===== src/rtl/estimate_pkg.sv =====
// Shared command codes, sequencer states and bus widths for the estimate datapath.
package estimate_pkg;

  localparam int ADDR_W  = 16;
  localparam int DATA_W  = 64;
  localparam int PARAM_W = 1024;

  typedef enum logic [2:0] {
    CMD_INI  = 3'd0,
    CMD_ACC  = 3'd1,
    CMD_POOL = 3'd2,
    CMD_NORM = 3'd3,
    CMD_ACTV = 3'd4,
    CMD_NOP  = 3'd7
  } cmd_e;

  typedef enum logic [2:0] {
    ST_IDLE,
    ST_INI,
    ST_ACC,
    ST_POOL,
    ST_NORM,
    ST_ACTV,
    ST_DRAIN,
    ST_OUT
  } state_e;

endpackage


===== src/rtl/estimate_seq_perf.sv =====
// Saturating stall/wait event counters for the estimate sequencer.
module estimate_seq_perf (
  input  logic        clk,
  input  logic        reset_n,
  input  logic        clear,
  input  logic        stall_inc,
  input  logic        wait_inc,
  output logic [31:0] perf_stall,
  output logic [31:0] perf_wait
);

  function automatic logic [31:0] sat_inc(input logic [31:0] v);
    return (v == 32'hFFFF_FFFF) ? v : v + 32'd1;
  endfunction

  always_ff @(posedge clk) begin
    if (!reset_n || clear) begin
      perf_stall <= '0;
      perf_wait  <= '0;
    end else begin
      if (stall_inc) perf_stall <= sat_inc(perf_stall);
      if (wait_inc)  perf_wait  <= sat_inc(perf_wait);
    end
  end

endmodule


===== src/rtl/estimate_seq.sv =====
// Command sequencer for the binarized estimate datapath: INI, ACC/POOL windows, NORM, ACTV, result handoff.
// Define ESTIMATE_SEQ_PERF_EN to add the perf_stall / perf_wait counter outputs.
module estimate_seq
  import estimate_pkg::*;
#(
  parameter int N_WORDS = 9,
  parameter int N_POOL  = 4
) (
  input  logic              clk,
  input  logic              reset_n,
  input  logic              start,
  input  logic [ADDR_W-1:0] cfg_base,
  input  logic [15:0]       cfg_count,
  output logic              busy,
  input  logic              in_valid,
  output logic              in_ready,
  input  logic [DATA_W-1:0] in_data,
  output logic [2:0]        est_com,
  output logic [ADDR_W-1:0] est_addr,
  output logic [DATA_W-1:0] est_data,
  input  logic [DATA_W-1:0] est_activ,
  output logic              out_valid,
  input  logic              out_ready,
  output logic [DATA_W-1:0] out_activ
`ifdef ESTIMATE_SEQ_PERF_EN
  ,
  output logic [31:0]       perf_stall,
  output logic [31:0]       perf_wait
`endif
);

  localparam int K_W = (N_WORDS > 1) ? $clog2(N_WORDS) : 1;
  localparam int W_W = (N_POOL > 1) ? $clog2(N_POOL) : 1;
  localparam logic [K_W-1:0] K_LAST = K_W'(N_WORDS - 1);
  localparam logic [W_W-1:0] W_LAST = W_W'(N_POOL - 1);

  state_e            state;
  logic [ADDR_W-1:0] wbase;
  logic [15:0]       remain;
  logic [K_W-1:0]    k;
  logic [W_W-1:0]    win;
  logic [ADDR_W-1:0] addr_q;

  cmd_e              com;
  logic [ADDR_W-1:0] addr_n;
  logic [DATA_W-1:0] data_n;

  assign busy      = (state != ST_IDLE);
  assign in_ready  = (state == ST_ACC);
  assign out_valid = (state == ST_OUT);
  assign out_activ = out_valid ? est_activ : '0;

  assign est_com  = com;
  assign est_addr = addr_n;
  assign est_data = data_n;

  always_comb begin
    com    = CMD_NOP;
    data_n = '0;
    addr_n = addr_q;
    case (state)
      ST_INI:  com = CMD_INI;
      ST_ACC: begin
        if (in_valid) begin
          com    = CMD_ACC;
          data_n = in_data;
          addr_n = wbase + ADDR_W'(k);
        end
      end
      ST_POOL: com = CMD_POOL;
      ST_NORM: begin
        com    = CMD_NORM;
        addr_n = wbase + ADDR_W'(N_WORDS);
      end
      // Address is left on the norm row: the activate threshold lives there.
      ST_ACTV: com = CMD_ACTV;
      default: com = CMD_NOP;
    endcase
  end

  always_ff @(posedge clk) begin
    if (!reset_n) begin
      state  <= ST_IDLE;
      wbase  <= '0;
      remain <= '0;
      k      <= '0;
      win    <= '0;
      addr_q <= '0;
    end else begin
      addr_q <= addr_n;
      case (state)
        ST_IDLE: begin
          if (start) begin
            wbase  <= cfg_base;
            remain <= cfg_count;
            if (cfg_count != 16'd0) state <= ST_INI;
          end
        end
        ST_INI: begin
          k     <= '0;
          win   <= '0;
          state <= ST_ACC;
        end
        ST_ACC: begin
          if (in_valid) begin
            if (k == K_LAST) begin
              k     <= '0;
              state <= ST_POOL;
            end else begin
              k <= k + 1'b1;
            end
          end
        end
        ST_POOL: begin
          k     <= '0;
          win   <= win + 1'b1;
          state <= (win == W_LAST) ? ST_NORM : ST_ACC;
        end
        ST_NORM: state <= ST_ACTV;
        ST_ACTV: begin
          k     <= '0;
          state <= ST_DRAIN;
        end
        // k doubles as the two-cycle drain timer covering the activation latency.
        ST_DRAIN: begin
          if (k[0]) begin
            k     <= '0;
            state <= ST_OUT;
          end else begin
            k <= k + 1'b1;
          end
        end
        ST_OUT: begin
          if (out_ready) begin
            wbase  <= wbase + ADDR_W'(N_WORDS + 1);
            remain <= remain - 16'd1;
            state  <= (remain == 16'd1) ? ST_IDLE : ST_INI;
          end
        end
        default: state <= ST_IDLE;
      endcase
    end
  end

`ifdef ESTIMATE_SEQ_PERF_EN
  estimate_seq_perf u_perf (
    .clk       (clk),
    .reset_n   (reset_n),
    .clear     (start && (state == ST_IDLE)),
    .stall_inc ((state == ST_ACC) && !in_valid),
    .wait_inc  ((state == ST_OUT) && !out_ready),
    .perf_stall(perf_stall),
    .perf_wait (perf_wait)
  );
`endif

endmodule


===== config.mk =====
export PLATFORM = sky130hd
export DESIGN_NAME = estimate_seq
export DESIGN_NICKNAME = d
export VERILOG_FILES = /design/src/rtl/estimate_pkg.sv /design/src/rtl/estimate_seq_perf.sv /design/src/rtl/estimate_seq.sv
export SDC_FILE = /design/constraint.sdc
export NUM_CORES = 1
export LEC_CHECK = 0
export ABC_AREA = 0
export CORE_AREA = 2 2 123 125
export DETAILED_ROUTE_END_ITERATION = 16
export DIE_AREA = 0 0 125 127
export DONT_BUFFER_PORTS = 1
export PLACE_DENSITY = 0.54
export SYNTH_ARGS = -nofsm -noshare
export SYNTH_HDL_FRONTEND = slang
export SYNTH_SLANG_ARGS = --single-unit

===== constraint.sdc =====
create_clock -name clk -period 3.2 [get_ports clk]
set_input_delay 0.16 -clock clk [delete_from_list [all_inputs] [get_ports clk]]
set_output_delay 0.16 -clock clk [all_outputs]
set_load 0.05 [all_outputs]

# Word-level counts from Yosys, hierarchy flattened

Cells that the tools add are included.
W data, S select, Z words.

$add $sub $neg: 6
Equality and inequality tests: 16
Multiplexer cells: 27
Reductions and logical operators: 10

Operators with widths:

| kind                    | count |
|---|---|
| $mux W64                | 3 |
| $pmux W16 S2            | 3 |
| $mux W16                | 5 |
| $add A16 B4 Y16 const B | 2 |
| $mux W3                 | 8 |
| $pmux W3 S8             | 1 |
| $add A16 B4 Y16         | 1 |
| $eq A16 B1 Y1 const B   | 1 |
| $reduce_bool A16 Y1     | 1 |
| $sub A16 B1 Y16 const B | 1 |
| $pmux W3 S5             | 1 |
| $eq A3 B3 Y1 const B    | 4 |
| $mux W4                 | 3 |
| $pmux W4 S3             | 1 |
| $ne A2 B2 Y1 const B    | 4 |
| $eq A3 B2 Y1 const B    | 2 |
| $reduce_and A6 Y1       | 1 |
| $reduce_bool A3 Y1      | 2 |
| $add A4 B1 Y4 const B   | 1 |
| $eq A4 B4 Y1 const B    | 1 |
| $ne A2 B1 Y1 const B    | 2 |
| $pmux W2 S2             | 1 |
| $reduce_bool A2 Y1      | 2 |
| $eq A3 B1 Y1 const B    | 1 |
| other kinds (7)         | 7 |

Bits in registers: 57
Logic and storage cells: 65

# Longest topological paths before layout

Gate-level depths: netlist of run 1.

Depth in word-level cells: 4
Mapped depth: 9
Mapped depth without buffers: 7

# Worst setup path before layout of run 1

No wires, ideal clock.

Path type: register -> register
Start point: register k[3]
End point: register addr_q[15]
Arrival time: 2.320 ns
Data required time: 3.080 ns
Setup slack: 0.761 ns
Cell stages (with the launch flop): 7
Period minus slack after synthesis: 2.439 ns
Path through: dfxtp_1 -> ha_1 -> a21o_1 -> a22o_1 -> a21oi_1 -> o221ai_1 -> and2_1

Word-level cells in the longest chain between the ends: 3

RTL lines:

| element                | RTL line            | text |
|---|---|---|
| start, declared        | estimate_seq.sv:40  | `logic [K_W-1:0] k;` |
| start signal, assigned | estimate_seq.sv:110 | `k <= k + 1'b1;` |
| start signal, assigned | estimate_seq.sv:130 | `k <= k + 1'b1;` |
| $add A16 B4 Y16        | estimate_seq.sv:67  | `addr_n = wbase + ADDR_W'(k);` |
| $mux W16               | estimate_seq.sv:64  | `if (in_valid) begin` |
| $pmux W16 S2           | estimate_seq.sv:61  | `case (state)` |
| named net est_addr[15] | estimate_seq.sv:19  | `output logic [ADDR_W-1:0] est_addr,` |
| end signal, assigned   | estimate_seq.sv:90  | `addr_q <= addr_n;` |
| end, declared          | estimate_seq.sv:42  | `logic [ADDR_W-1:0] addr_q;` |

The timed path passes the listed nets, and every way through them passes these cells.
A chain may end at the register's enable or synchronous reset.

# Final worst setup path of run 1

Start point: register state[0]
End point: output port est_addr[10]

Word-level cells in the longest chain between the ends: 2
Elaborated cells on any way between the ends: 3
Those cells by class: eq/ne: 2; mux: 1

RTL lines:

| element                                             | RTL line            | text |
|---|---|---|
| start, declared                                     | estimate_seq.sv:37  | `state_e state;` |
| start signal, assigned                              | estimate_seq.sv:117 | `state <= (win == W_LAST) ? ST_NORM : ST_ACC;` |
| start signal, assigned                              | estimate_seq.sv:137 | `state <= (remain == 16'd1) ? ST_IDLE : ST_INI;` |
| $eq A3 B3 Y1 / $eq A3 B2 Y1 (equally long branches) | estimate_seq.sv:61  |  |
| $pmux W16 S2 (*)                                    | estimate_seq.sv:61  |  |
| end, declared                                       | estimate_seq.sv:19  |  |

Every way passes the cells marked *; elsewhere a longest branch is shown, timed or not.

==> key figures, run 1 <==
STA
  • Final Cycle Share: 89.8%
  • RSZ-0062 raised after global routing: no
  • Final min period: 2.87 ns
  • Setup Viol. Count Final: 0
  • Clk_skew: 0.00704 ns
  • Final-report hold violation count: 0
  • F_max: 0.348 GHz
  • Final WS setup: ~0.33 ns
  • Worst-margin pin slew: 1.20 ns
  • Slew HR: 20.2%
  • Final slew viol count: 0
  • Setup TNS: 0 ns

Synth
  • Sequential share of the synthesized area: about a quarter
  • Post-synthesis async set-or-reset flop share: 0%
  • Cell variety after synth: 74
  • Number of enable flip-flop cells after synthesis: 0
  • Post-synthesis mux area share: about 1.1%
  • Share of the synthesized area in the top cell type: 23.7%
  • Xor and xnor fraction of the mapped netlist area: 0.728%
  • Seq cells post-synth: 57
  • Syn. warnings: 0
  • Simple-Gate Fraction of Synth Area: 38.7%
  • Post-Syn Area: a little under 5000 um2
  • Synth Area in Compound Gates: 24.8%
  • Adder-cell share of the synthesized area: 3.54%
  • Area leader, netlist: dfxtp_1
  • Largest family of logic cells by synthesized area: simple AND/OR/NAND/NOR gates
  • Dominant synthesized flop cell: dfxtp_1
  • Synth area leaders: dfxtp_1, and2_1, a21oi_1, nand2_1, ha_1
  • Post-synth net total: 842
  • Cell count after synthesis: roughly 660
  • Avg Inst Size Synth: 7.25 um2

Power
  • Sw Ratio: 36.5%
  • Max IR drop VDD: 0.225 mV
  • Sw power: 895 uW
  • Pwr Density: 368 nW/um2
  • Combinational share of power: 26.6%
  • Pleak: 0.00258 uW
  • Internal Power: 1560 uW
  • Share of total power in the clock network: 38.5%
  • Sequential power share: 34.9%

Critical path
  • WP data required: 3.04 ns
  • Worst Setup Start Kind: flip-flop
  • Setup CP Type: reg -> out
  • Crit. End Element: output pin
  • Path depth of the worst reg2reg path: 6
  • Crit path from: state[0]
  • CP max FO: 17
  • FF-to-FF Start: state[0]
  • Crit path DAT: 2.71 ns

Global route
  • Vias in the first global route: around 5100
  • Initial antenna violation count: 7
  • GRT Residual Overflow: 0
  • First-pass GRT wire length: 27500 um
  • Total GRT Usage: between 20% and 30%
  • Largest net degree at the start of global routing: 57

Layout
  • Share of post-route cells with drive strength above 1: 17.5%
  • Layout net count: approximately 890
  • Register area: roughly 1100 um2
  • Layout area overhead: 38.3%
  • # fillers: 1406
  • Multi-input logic area: around 3300 um2

Clocking
  • Maximum clock insertion buffer count: 2
  • CTS tree: built
  • Clock sinks: 57
  • Post-CTS sizing: 0
  • H-tree depth: 3
  • Root Driver: clkbuf_16
  • CTS Hold Bufs: 6
  • Post-CTS Setup Inserts: 0
  • Worst skew pair latency: 0.33 ns
  • CTS buffer count: 9
  • Clock Pin Slew Worst Setup and Hold Paths: about 0.050 ns

Place
  • GP Congestion: 0.973
  • Port buffer count: 0
  • DPL Wire Length: about 14000 um
  • Worst slack, placed: 0.719 ns

Die
  • FP Rows: between 40 and 50
  • Top-level port count: 315
  • Core area: 14400 um2
  • Initial Utilization: 33.4%
  • Die height: 127 um
  • Die area: 15900 um2
  • Die Span X: 125 um

Route
  • Antenna violation net count after detailed routing: 0
  • Starting DRT DRC Count: 443
  • First-pass DRT Iterations: 5
  • Wirelength, routed: 18100 um
  • # DRC: 0
  • Total vias in the final route: 5352
  • Routed vias/inst: 5.87
  • Routed WL per cell: ~20 um

Run
  • Max_cap viols: 0

Worst hold path
  • Hold path start: out_ready
  • Hold Crit Class: in -> reg
  • Hold depth: 3

Outcome
  • Status: completed
cell type report:
| class | instances | area share (%) |
|---|---|---|
| Clock buffer | 10 | 3.44 |
| Antenna cell | 7 | 0.263 |
| Timing Repair Buffer | 102 | 23.8 |
| Tap cell | 184 | 3.46 |
| Clock inverter | 6 | 0.884 |
| Multi-Input combinational cell | 531 | 50.2 |
| Sequential cell | 57 | 17.1 |
| Inverter | 15 | 0.846 |
cells in the final DEF, fill, tap and decap left out, types with 4 or more instances in the layout:
| cell | Yosys | layout |
|---|---|---|
| clkinv_2 | 0 | 4 |
| o22ai_1 | 5 | 5 |
| nor4_1 | 9 | 9 |
| a31oi_1 | 9 | 9 |
| o211ai_1 | 8 | 8 |
| o221ai_1 | 6 | 6 |
| nor2_1 | 35 | 35 |
| diode_2 | 0 | 7 |
| nand2_1 | 49 | 49 |
| and3_1 | 5 | 5 |
| o21ai_0 | 28 | 28 |
| a21o_1 | 6 | 6 |
| nand4b_1 | 4 | 4 |
| ha_1 | 12 | 12 |
| and2_1 | 144 | 144 |
| inv_1 | 14 | 14 |
| a2bb2oi_1 | 6 | 6 |
| dlygate4sd3_1 | 0 | 6 |
| clkbuf_16 | 0 | 9 |
| nand3_1 | 20 | 19 |
| nor3_1 | 21 | 20 |
| o21a_1 | 4 | 4 |
| o21ai_1 | 7 | 7 |
| a221o_1 | 6 | 6 |
| dfxtp_1 | 57 | 57 |
| nand4_1 | 10 | 10 |
| a22oi_1 | 8 | 8 |
| a211oi_1 | 5 | 5 |
| buf_12 | 0 | 64 |
| a21oi_1 | 59 | 59 |
| buf_4 | 0 | 32 |
power by group through the flow:
| stage | registers (uW) | clock network, uW | logic [uW] |
|---|---|---|---|
| 2_1_floorplan | 810 | 0 | 572 |
| 3_3_place_gp | 859 | 0 | 628 |
| 3_5_place_dp | 865 | 0 | 636 |
| 4_1_cts | 849 | 956 | 649 |
| 5_1_grt | 863 | 991 | 707 |
| 6_report | 854 | 944 | 652 |
worst paths after layout:
kind | to | slack (ns)
max | est_addr[10] | 0.33
min | state[2] | 0.05
min reg2reg | addr_q[1] | 0.47
max reg2reg | remain[2] | 0.73
cell usage after synthesis (9+ instances only):
library cell / count
nor2_1: 35
ha_1: 12
dfxtp_1: 57
buf_2: 13
o21ai_0: 28
nand3_1: 20
nor4_1: 9
nand2_1: 49
and2_1: 144
nor3_1: 21
a21oi_1: 59
a31oi_1: 9
inv_1: 14
clkbuf_1: 39
nand4_1: 10
flip-flops by register name, indices dropped and copies added (netlist names):
signal,cells
addr_q,16
k,4
remain,16
state,3
wbase,16
win,2
kinds of logic (layout without fill, tap and decap cells):
| kind of cell | Yosys count | after routing |
|---|---|---|
| compound gates | 184 | 184 |
| xor+xnor | 4 | 4 |
| fa+ha+maj | 13 | 13 |
| buf+inv | 76 | 133 |
| flops | 57 | 57 |
| mux | 5 | 5 |
| other cells | 0 | 7 |
| simple gates | 325 | 325 |
worst max-delay path, stage by stage, from the launching register on:
cell      delay, ns
dfxtp_1        0.58
nor4bb_4       0.13
nor2_1         0.90
o211ai_1       0.22
a221o_1        0.35
buf_4          0.19
per-layer routing:
layer  routed length, um  GRT usage (%)
met1                6280           23.4
met2                9400           38.8
met3                1630           4.94
met4                 799           12.4
met5                   0              0
stage by stage:
stage | instances | power (uW) | utilization [%] | area, um2 | hold slack [ns]
finish | 912 | 2450 | 46.1 | 6660 | 0.0501
global route | 912 | 2560 | 46.1 | 6660 | 0.0493
CTS | 905 | 2450 | 46.0 | 6640 | 0.0381
detailed placement | 883 | 1500 | 43.6 | 6290 | 0.291
global placement | 883 | 1490 | 43.6 | 6290 | 0.286
floorplan | 664 | 1380 | - | 4810 | 0.312
No activity file was read; power rests on OpenSTA's default activity.
==> inputs of run 2 (changes only) <==
Settings changed: PLACE_DENSITY 0.54 to 0.46.
==> key figures, run 2 (synthesis gave the netlist of run 1 again) <==
Power
  • Share of total power in the clock network: 37.0%
  • Internal Power: about 1500 uW
  • Sw Ratio: 36.8%
  • Sw power: 882 uW
  • Max IR drop VDD: 0.282 mV
  • Sequential power share: 35.9%
  • Pwr Density: 363 nW/um2
  • Pleak: 0.00256 uW
  • Total power draw: about 2400 uW
  • Combinational share of power: 27.1%

Layout
  • Top Registers: addr_q x16, remain x16, wbase x16
  • Non-Filler Instances: 902
  • Register area: 1140 um2
  • Commonest cells after routing, fill and taps aside: and2_1, buf_12, a21oi_1
  • Layout area overhead: 37.2%
  • Commonest non-fill, non-tap cell in the layout: and2_1
  • Post-route cell area: 6610 um2
  • Layout net count: 892
  • # fillers: between 1000 and 1500
  • Multi-input logic area: 3340 um2
  • Share of post-route cells with drive strength above 1: around 17%

Clocking
  • Maximum clock insertion buffer count: 2
  • Worst skew pair latency: ~0.34 ns
  • CTS buffer count: 9
  • Clock sinks: 57
  • Root Driver: clkbuf_16
  • Post-CTS sizing: 0
  • H-tree depth: 3
  • Clock Pin Slew Worst Setup and Hold Paths: 0.05 ns
  • CTS tree: built

Critical path
  • CP cell instances: buf_4 -> nand3_2 -> inv_2 -> buf_4 -> and2_1 -> buf_12
  • Crit. End Element: output pin
  • Worst path depth: 6
  • Setup CP Type: reg -> out
  • Most frequent CP cell: buf_4
  • WP data required: 3.04 ns
  • CP max FO: 34
  • CP max-delay cell: dfxtp_1
  • Worst Setup Start Kind: flip-flop
  • Worst path max stage delay: 0.71 ns
  • Buffers & Inverters on Critical Path: 4
  • Path depth of the worst reg2reg path: 7
  • Crit path DAT: 2.72 ns
  • Dominant delay contributor by cell family on the critical path: buffers and inverters

Worst hold path
  • Hold depth: 2
  • Hold Crit Class: in -> reg

Route
  • Wirelength, routed: between 15000 and 20000 um
  • Starting DRT DRC Count: between 400 and 500
  • Total vias in the final route: ~5200
  • Antenna violation net count after detailed routing: 0
  • # DRC: 0
  • Routed WL per cell: 20.1 um
  • Routed vias/inst: around 5.8
  • First-pass DRT Iterations: 7

STA
  • Final min period: between 2 and 3 ns
  • Final slew viol count: 0
  • Final Cycle Share: 90.0%
  • F_max: around 0.35 GHz
  • Clk_skew: 0.00599 ns
  • Slew HR: around 16%
  • Final WS setup: 0.320 ns
  • Worst-margin pin slew: 1.26 ns
  • Final-report hold violation count: 0
  • RSZ-0062 raised after global routing: no
  • Setup TNS: 0 ns
  • Setup Viol. Count Final: 0

Global route
  • Vias in the first global route: ~5000
  • Initial antenna violation count: 3
  • Total GRT Usage: 21.3%
  • GRT Residual Overflow: 0
  • Largest net degree at the start of global routing: 55
  • First-pass GRT wire length: 27200 um

Die
  • Initial Utilization: around a third
  • Top-level port count: 315
  • FP Rows: 44
  • Die area: 15900 um2
  • Die height: roughly 130 um
  • Die Span X: 125 um
  • Core area: ~14000 um2

Place
  • Post-Place Cells: 884
  • DPL Wire Length: 13800 um
  • Worst slack, placed: 0.672 ns
  • Port buffer count: 0
  • Dpl cell area: 6310 um2
  • GP Congestion: 0.854

Run
  • Max_cap viols: 0

Outcome
  • Status: completed
==> run 2: changes by cell type in the layout (fill, tap and decap cells not counted), sizes merged <==
cell	previous run	this run
buf	96	97
clkbuf	10	14
dlygate4sd3	6	3
bufinv	1	0
diode	7	1
clkinv	5	0
==> run 2: power by group through the flow <==
stage / clock (uW) / sequential, uW / combinational [uW]
2_1_floorplan: 0 / 810 / 572
3_3_place_gp: 0 / 867 / 632
4_1_cts: 897 / 856 / 648
3_5_place_dp: 0 / 869 / 639
6_report: 888 / 860 / 650
5_1_grt: 929 / 871 / 700
==> run 2: path summary, 6_finish.rpt <==
check                    start             to  slack, ns
hold reg to reg      addr_q[1]      addr_q[1]       0.46
setup reg to reg      state[0]           k[2]       0.77
hold / removal    cfg_count[0]      remain[0]       0.01
setup / recovery      state[0]  out_activ[19]       0.32
==> run 2: routing by layer <==
layer  up-vias  track usage [%]  routed length, um
met5         -                0                 13
met4         2             4.77                262
met3        24             7.12               1590
met2       285             36.3               9040
met1      2430             26.1               7200
li1       2460                -                  -
==> run 2: cell type report <==
class                      count  share of cell area, %
multi-input combinational    531                   50.6
timing repair buffer         100                   23.8
sequential                    57                   17.3
clock buffer                  14                   4.00
tap                          184                   3.48
inverter                      15                  0.852
antenna                        1                 0.0379
==> run 2: through the flow <==
stage               hold slack, ns  util (%)
floorplan                    0.312         -
global placement             0.284      43.7
detailed placement           0.290      43.7
CTS                        0.00113      45.8
global route               0.00702      45.8
finish                     0.00969      45.8
==> run 2: what timing repair did <==
action | CTS | global route
endpoints found under the hold margin | 25 | 0
hold buffers | 3 | 0
setup buffers | 0 | 0
